## src/rtl/pgm_bus_pkg.sv

```systemverilog
// rtl/pgm_bus_pkg.sv - shared types and helpers for the 68K video RAM bridge
package pgm_bus_pkg;

   typedef enum logic [2:0] {
      IDLE,
      RD_WAIT,
      RD_DATA,
      WR_COMMIT,
      WAIT,
      ACK,
      HOLD
   } bridge_state_t;

   localparam int WAIT_W = 4;

   // Strobes are active low: a low strobe takes that byte from new_word.
   function automatic logic [15:0] byte_merge(
      input logic [15:0] old_word,
      input logic [15:0] new_word,
      input logic        uds_n,
      input logic        lds_n
   );
      byte_merge = {uds_n ? old_word[15:8] : new_word[15:8],
                    lds_n ? old_word[7:0]  : new_word[7:0]};
   endfunction

endpackage

```

## src/rtl/m68k_vram_bridge.sv

```systemverilog
// rtl/m68k_vram_bridge.sv - 68000 bus cycle to single-port video RAM access bridge
module m68k_vram_bridge
   import pgm_bus_pkg::*;
#(
   parameter int ADDR_WIDTH  = 16,
   parameter int WAIT_STATES = 0
) (
   input  logic                  clk,
   input  logic                  rst_n,
   input  logic                  cpu_cs,
   input  logic                  cpu_as_n,
   input  logic                  cpu_rw,
   input  logic                  cpu_uds_n,
   input  logic                  cpu_lds_n,
   input  logic [ADDR_WIDTH-1:0] cpu_addr,
   input  logic [15:0]           cpu_din,
   output logic [15:0]           cpu_dout,
   output logic                  cpu_dtack_n,
   output logic                  ram_we,
   output logic [ADDR_WIDTH-1:0] ram_addr,
   output logic [15:0]           ram_din,
   input  logic [15:0]           ram_dout
);

   localparam logic [WAIT_W-1:0] WAIT_LAST = WAIT_W'(WAIT_STATES);

   bridge_state_t     state;
   logic [WAIT_W-1:0] wait_cnt;
   logic [15:0]       lat_din;
   logic              lat_rw;
   logic              lat_uds_n;
   logic              lat_lds_n;
   logic              aborted;
   logic              served;
   logic              start;

   // served keeps one AS assertion from being taken twice.
   assign start = (state == IDLE) && cpu_cs && !cpu_as_n && (!cpu_uds_n || !cpu_lds_n) && !served;

   always_ff @(posedge clk) begin
      if (!rst_n) begin
         state       <= IDLE;
         wait_cnt    <= '0;
         lat_din     <= '0;
         lat_rw      <= 1'b1;
         lat_uds_n   <= 1'b1;
         lat_lds_n   <= 1'b1;
         aborted     <= 1'b0;
         served      <= 1'b0;
         cpu_dout    <= '0;
         cpu_dtack_n <= 1'b1;
         ram_we      <= 1'b0;
         ram_addr    <= '0;
         ram_din     <= '0;
      end else begin
         if (cpu_as_n)
            served <= 1'b0;
         if (cpu_as_n && state != IDLE)
            aborted <= 1'b1;
         case (state)
            IDLE: begin
               if (start) begin
                  ram_addr  <= cpu_addr;
                  lat_din   <= cpu_din;
                  lat_rw    <= cpu_rw;
                  lat_uds_n <= cpu_uds_n;
                  lat_lds_n <= cpu_lds_n;
                  served    <= 1'b1;
                  aborted   <= 1'b0;
                  wait_cnt  <= '0;
                  if (!cpu_rw && !cpu_uds_n && !cpu_lds_n) begin
                     ram_din <= cpu_din;
                     ram_we  <= 1'b1;
                     state   <= WR_COMMIT;
                  end else begin
                     // Reads and byte writes both begin by fetching the word.
                     state <= RD_WAIT;
                  end
               end else if (!cpu_as_n && served) begin
                  state <= HOLD;
               end
            end
            RD_WAIT:
               state <= RD_DATA;
            RD_DATA: begin
               if (lat_rw) begin
                  cpu_dout <= ram_dout;
                  state    <= WAIT;
               end else begin
                  ram_din <= byte_merge(ram_dout, lat_din, lat_uds_n, lat_lds_n);
                  ram_we  <= 1'b1;
                  state   <= WR_COMMIT;
               end
            end
            WR_COMMIT: begin
               ram_we <= 1'b0;
               state  <= WAIT;
            end
            WAIT: begin
               if (aborted || cpu_as_n) begin
                  state <= IDLE;
               end else if (wait_cnt == WAIT_LAST) begin
                  cpu_dtack_n <= 1'b0;
                  state       <= ACK;
               end else begin
                  wait_cnt <= wait_cnt + 1'b1;
               end
            end
            ACK: begin
               if (cpu_as_n) begin
                  cpu_dtack_n <= 1'b1;
                  state       <= IDLE;
               end
            end
            HOLD: begin
               if (cpu_as_n)
                  state <= IDLE;
            end
            default:
               state <= IDLE;
         endcase
      end
   end

endmodule

```

## config.mk

```make
export PLATFORM = sky130hd
export DESIGN_NAME = m68k_vram_bridge
export DESIGN_NICKNAME = d
export VERILOG_FILES = /design/src/rtl/pgm_bus_pkg.sv /design/src/rtl/m68k_vram_bridge.sv
export SDC_FILE = /design/constraint.sdc
export NUM_CORES = 1
export LEC_CHECK = 0
export ABC_AREA = 1
export CAP_MARGIN = 40
export CORE_ASPECT_RATIO = 0.5
export CORE_UTILIZATION = 40
export DETAILED_ROUTE_END_ITERATION = 8
export PLACE_DENSITY = 0.7
export SKIP_LAST_GASP = 1
export SLEW_MARGIN = 40
export SYNTH_ARGS = -nofsm -noshare
export SYNTH_HDL_FRONTEND = slang
export SYNTH_SLANG_ARGS = --single-unit
```

## constraint.sdc

```tcl
create_clock -name clk -period 1.52 [get_ports clk]
set_input_delay 0.304 -clock clk [delete_from_list [all_inputs] [get_ports clk]]
set_output_delay 0.304 -clock clk [all_outputs]
set_load 0.01 [all_outputs]
```

==> impl_results.html <==
<table>
<tr><th>Metric</th><th>Value</th></tr>
<tr><th colspan="2">Run status</th></tr>
<tr><td>Run status</td><td>finished, violations left</td></tr>
<tr><td>Failing checks</td><td>negative setup slack</td></tr>
<tr><th colspan="2">Setup path</th></tr>
<tr><td>Crit path capture type</td><td>flip-flop</td></tr>
<tr><td>Origin of the worst setup path</td><td>cpu_as_n</td></tr>
<tr><td>Critical-path top delay cell</td><td>sky130_fd_sc_hd__clkdlybuf4s50_1</td></tr>
<tr><td>Cell chain of the critical path</td><td>clkdlybuf4s50_1 &gt; nor2_2 &gt; nand3_2 &gt; nand2_4 &gt; nand2_4 &gt; nor2_8 &gt; clkbuf_16 &gt; nand2_1 &gt; nand2_1 &gt; nor2_1</td></tr>
<tr><td>Termination of the worst setup path</td><td>ram_din[2]</td></tr>
<tr><td>Register-to-register path setup slack</td><td>roughly 40 ps</td></tr>
<tr><td>Number of cells on the worst reg-to-reg path</td><td>10</td></tr>
<tr><td>Worst Path Class, Setup</td><td>primary input to flip-flop</td></tr>
<tr><td>WP data required</td><td>1750 ps</td></tr>
<tr><td>Startpoint class of the critical path</td><td>primary input</td></tr>
<tr><td>Endpoint of the worst register-to-register path</td><td>ram_din[2]</td></tr>
<tr><td>Delay of the slowest cell on the worst path</td><td>approximately 460 ps</td></tr>
<tr><td>Critical Path Fanout Max</td><td>8</td></tr>
<tr><td>R2r startpoint</td><td>state[0]</td></tr>
<tr><td>Critical path arrival</td><td>between 1500 and 2000 ps</td></tr>
<tr><th colspan="2">Placement</th></tr>
<tr><td>Cell total after placement</td><td>702</td></tr>
<tr><td>Number of buffer cells added on primary ports</td><td>~100</td></tr>
<tr><td>Routability congestion estimate from global placement</td><td>between 0.8 and 0.9</td></tr>
<tr><td>Sum of net half-perimeters after detailed placement</td><td>approximately 6100 µm</td></tr>
<tr><th colspan="2">Routing</th></tr>
<tr><td>Mean number of vias per cell</td><td>4.794</td></tr>
<tr><td>Via count</td><td>approximately 3.5k</td></tr>
<tr><td>Wirelength per Cell</td><td>between 10 and 15 µm</td></tr>
<tr><td>DRT Wirelength</td><td>just under 10000 µm</td></tr>
<tr><td>DRC violation count after routing</td><td>0</td></tr>
<tr><td>Initial drt markers</td><td>roughly 230</td></tr>
<tr><td>DRT Pass-1 Iters</td><td>5</td></tr>
<tr><td>Number of antenna-violating nets in the routed design</td><td>0</td></tr>
<tr><th colspan="2">STA</th></tr>
<tr><td>Slew Limit Headroom</td><td>82.27%</td></tr>
<tr><td>Fin. Hold Viols</td><td>0</td></tr>
<tr><td>Final worst clock skew</td><td>around 3.7 ps</td></tr>
<tr><td>Highest clock rate</td><td>approximately 0.65 GHz</td></tr>
<tr><td>Sum of negative setup slack</td><td>-9.793 ps</td></tr>
<tr><td>Transition time at the pin with the least slew margin</td><td>about 260 ps</td></tr>
<tr><td>Fin crit period</td><td>1530 ps</td></tr>
<tr><td>Worst setup margin</td><td>-9.793 ps</td></tr>
<tr><td>Max-slew violations</td><td>0</td></tr>
<tr><td>Total of endpoints with negative setup slack in the final report</td><td>1</td></tr>
<tr><td>Ratio of final minimum period to clock period</td><td>100.6%</td></tr>
<tr><td>RSZ-0062 raised after global routing</td><td>true</td></tr>
<tr><th colspan="2">Floorplan</th></tr>
<tr><td>Standard-cell rows</td><td>23</td></tr>
<tr><td>Vertical die dimension</td><td>a little under 70 µm</td></tr>
<tr><td>Placeable core region</td><td>around 0.0082 mm²</td></tr>
<tr><td>DIE AREA</td><td>~0.0090 mm²</td></tr>
<tr><td>Number of top-level design ports</td><td>105</td></tr>
<tr><td>Horizontal die dimension</td><td>roughly 130 µm</td></tr>
<tr><td>Initial standard-cell utilization of the core</td><td>between 40% and 50%</td></tr>
<tr><th colspan="2">CTS</th></tr>
<tr><td>Source-to-sink clock delay at the later pin of the worst-skew pair</td><td>approximately 340 ps</td></tr>
<tr><td>CTS tree</td><td>done</td></tr>
<tr><td>Clock Sink Count</td><td>78</td></tr>
<tr><td>Maximum buffer depth of the clock tree</td><td>2</td></tr>
<tr><td>CTS Root Buffer Type</td><td>sky130_fd_sc_hd__clkbuf_16</td></tr>
<tr><td>Number of H-tree branching levels</td><td>3</td></tr>
<tr><td>Number of buffers added by the clock tree synthesis step</td><td>9</td></tr>
<tr><td>Clock Pin Slew Worst Setup and Hold Paths</td><td>60 ps</td></tr>
<tr><th colspan="2">Min path</th></tr>
<tr><td>Kind of path behind the tightest hold check</td><td>primary input to flip-flop</td></tr>
<tr><th colspan="2">Logic synthesis</th></tr>
<tr><td>Cell variety after synth</td><td>24</td></tr>
<tr><td>Synth Area in XOR/XNOR</td><td>less than 1%</td></tr>
<tr><td>Adder and majority cell fraction of the synthesized area</td><td>less than 1%</td></tr>
<tr><td>Synthesized area per cell</td><td>7.029 µm²</td></tr>
<tr><td>Dominant combinational cell family by area after synthesis</td><td>simple AND/OR/NAND/NOR gates</td></tr>
<tr><td>Sequential cell area fraction in the yosys report</td><td>between 40% and 50%</td></tr>
<tr><td>Post-synthesis register bit count</td><td>78</td></tr>
<tr><td>Synthesized-area fraction occupied by ao, oa, aoi and oai cells</td><td>16.09%</td></tr>
<tr><td>Portion of netlist area occupied by mux cells</td><td>0%</td></tr>
<tr><td>Cell area after synthesis</td><td>approximately 0.0034 mm²</td></tr>
<tr><td>Share of synthesized cell area in and, or, nand and nor gates</td><td>29.01%</td></tr>
<tr><td>Number of warnings issued by yosys</td><td>0</td></tr>
<tr><td>Post-synthesis net count</td><td>546</td></tr>
<tr><td>Gate Count Post-Synth</td><td>489</td></tr>
<tr><th colspan="2">Power and ir drop</th></tr>
<tr><td>Total power after layout</td><td>between 9 and 10 mW</td></tr>
<tr><td>Worst vdd ir</td><td>~840 µV</td></tr>
<tr><td>Lkg Pwr</td><td>~2.5 nW</td></tr>
<tr><td>Power density over the cells</td><td>between 1500 and 2000 mW/mm²</td></tr>
<tr><th colspan="2">Global routing</th></tr>
<tr><td>Largest net degree at the start of global routing</td><td>between 60 and 70</td></tr>
<tr><td>Total routing usage reported by global routing</td><td>between 20% and 30%</td></tr>
<tr><td>Global route overflow</td><td>0</td></tr>
<tr><td>Initial antenna violation count</td><td>0</td></tr>
<tr><td>Global-route wire length before repair</td><td>approximately 14000 µm</td></tr>
<tr><td>Number of global-route vias before repair</td><td>slightly below 3k</td></tr>
<tr><th colspan="2">Layout</th></tr>
<tr><td>Most common library cell in the layout ignoring fill and taps</td><td>sky130_fd_sc_hd__nor2_1</td></tr>
<tr><td>Commonest cells after routing, fill and taps aside</td><td>sky130_fd_sc_hd__nor2_1 (126), sky130_fd_sc_hd__nand2_1 (76), sky130_fd_sc_hd__dfxtp_1 (76), sky130_fd_sc_hd__o21ai_0 (58), sky130_fd_sc_hd__clkdlybuf4s50_1 (51)</td></tr>
<tr><td>Post-layout net count</td><td>665</td></tr>
<tr><td>Diodes inserted</td><td>0</td></tr>
<tr><td>Area growth from synthesis to layout</td><td>48.71%</td></tr>
<tr><td>Share of post-route cells with drive strength above 1</td><td>between 10% and 20%</td></tr>
<tr><td>Number of cells in the finished layout apart from fillers</td><td>a little over 700</td></tr>
<tr><td>Final Core Density</td><td>a little over three fifths</td></tr>
<tr><th colspan="2">Flow run</th></tr>
<tr><td>Reported max-cap violation count</td><td>0</td></tr>
</table>
==> layout make-up <==
class / instances / area [µm²]
clock buffers: 12 / 236.5
clock inverters: 4 / 47.55
well taps: 112 / 140.1
multi-input cells: 349 / 1602
repair buffers: 136 / 1391
flip-flops and latches: 78 / 1564
inverters: 34 / 130.1
fillers: 755 / 3062
==> routing by layer <==
layer  vias up  GRT usage [%]  part of all wire [%]
met4         0          8.523                   1.2
met3         7          5.180                   4.9
met2        80          33.05                    46
met1      1582          27.21                    48
met5         -              0                     0
li1       1807              -                     -
==> critical path: cells and delay by family <==
family / cells / cell delay, ps
buf+inv: 2 / 660
simple gates: 8 / 800
==> report_power, final <==
part | switching, mW | internal, mW
sequential | 0.326 | 2.66
combinational | 2.58 | 2.13
clock | 0.832 | 1.27
total | 3.74 | 6.06
==> how the worst min path moves through the flow <==
stage,startpoint,to,cells past startpoint
after floorplan,cpu_lds_n,lat_lds_n,2
after global placement,lat_din[15],lat_din[15],2
after detailed placement,lat_din[6],lat_din[6],2
after CTS,rst_n,cpu_dtack_n,2
after global routing,rst_n,cpu_dtack_n,2
final,cpu_lds_n,lat_lds_n,3
==> repair_timing <==
item	CTS	global route
pin swaps	0	4
gates resized for setup	39	21
setup endpoints to repair	39	34
cloned	0	4
buffers inserted	0	3
hold buffers	0	0
==> synth_stat cells <==
| cell type | n | area (µm²) |
|---|---|---|
| sky130_fd_sc_hd__buf_6 | 5 | 56.30 |
| sky130_fd_sc_hd__inv_2 | 4 | 15.01 |
| sky130_fd_sc_hd__clkbuf_1 | 8 | 30.03 |
| sky130_fd_sc_hd__inv_1 | 29 | 108.9 |
| sky130_fd_sc_hd__a21boi_0 | 1 | 7.510 |
| sky130_fd_sc_hd__o21ai_0 | 58 | 290.3 |
| sky130_fd_sc_hd__nand3_2 | 3 | 30.03 |
| sky130_fd_sc_hd__nand3_1 | 15 | 75.07 |
| sky130_fd_sc_hd__a21oi_1 | 41 | 205.2 |
| sky130_fd_sc_hd__xnor2_1 | 1 | 8.760 |
| sky130_fd_sc_hd__nand2_1 | 76 | 285.3 |
| sky130_fd_sc_hd__nor2_8 | 2 | 40.04 |
| sky130_fd_sc_hd__clkinv_1 | 1 | 3.750 |
| sky130_fd_sc_hd__buf_4 | 2 | 15.01 |
| sky130_fd_sc_hd__o21ai_1 | 10 | 50.05 |
| sky130_fd_sc_hd__dfxtp_1 | 78 | 1562 |
| sky130_fd_sc_hd__nand2_4 | 3 | 33.78 |
| sky130_fd_sc_hd__buf_1 | 2 | 7.510 |
| sky130_fd_sc_hd__nand4_1 | 6 | 37.54 |
| sky130_fd_sc_hd__ha_1 | 2 | 25.02 |
| sky130_fd_sc_hd__nor3_1 | 1 | 5.000 |
| sky130_fd_sc_hd__buf_2 | 11 | 55.05 |
| sky130_fd_sc_hd__nor2_1 | 129 | 484.2 |
| sky130_fd_sc_hd__nor2_2 | 1 | 6.260 |
==> metrics by stage <==
stage	cell area [µm²]	worst slack, ps	hold WS [ps]
floorplan	3437	192.6	417.2
global placement	4712	-259.5	456.9
detailed placement	4712	-291.3	465.1
CTS	4947	1.646	241.5
global route	5111	-101.5	256.1
finish	5111	-9.793	243.5
==> flip-flops by register name, summed over array words and instances (netlist names) <==
signal and count:
lat_uds_n 1, served 1, lat_rw 1, lat_lds_n 1, state 3, aborted 1, ram_din 16, cpu_dout 16
lat_din 16, cpu_dtack_n 1, ram_we 1, ram_addr 16, wait_cnt 4
==> cell families after synthesis <==
| kind of cell | count (synthesis) |
|---|---|
| flops | 78 |
| simple gates | 236 |
| fa+ha+maj | 2 |
| compound gates | 110 |
| xor+xnor | 1 |
| buf+inv | 62 |
Note: power is estimated with default switching activity, not from simulation.
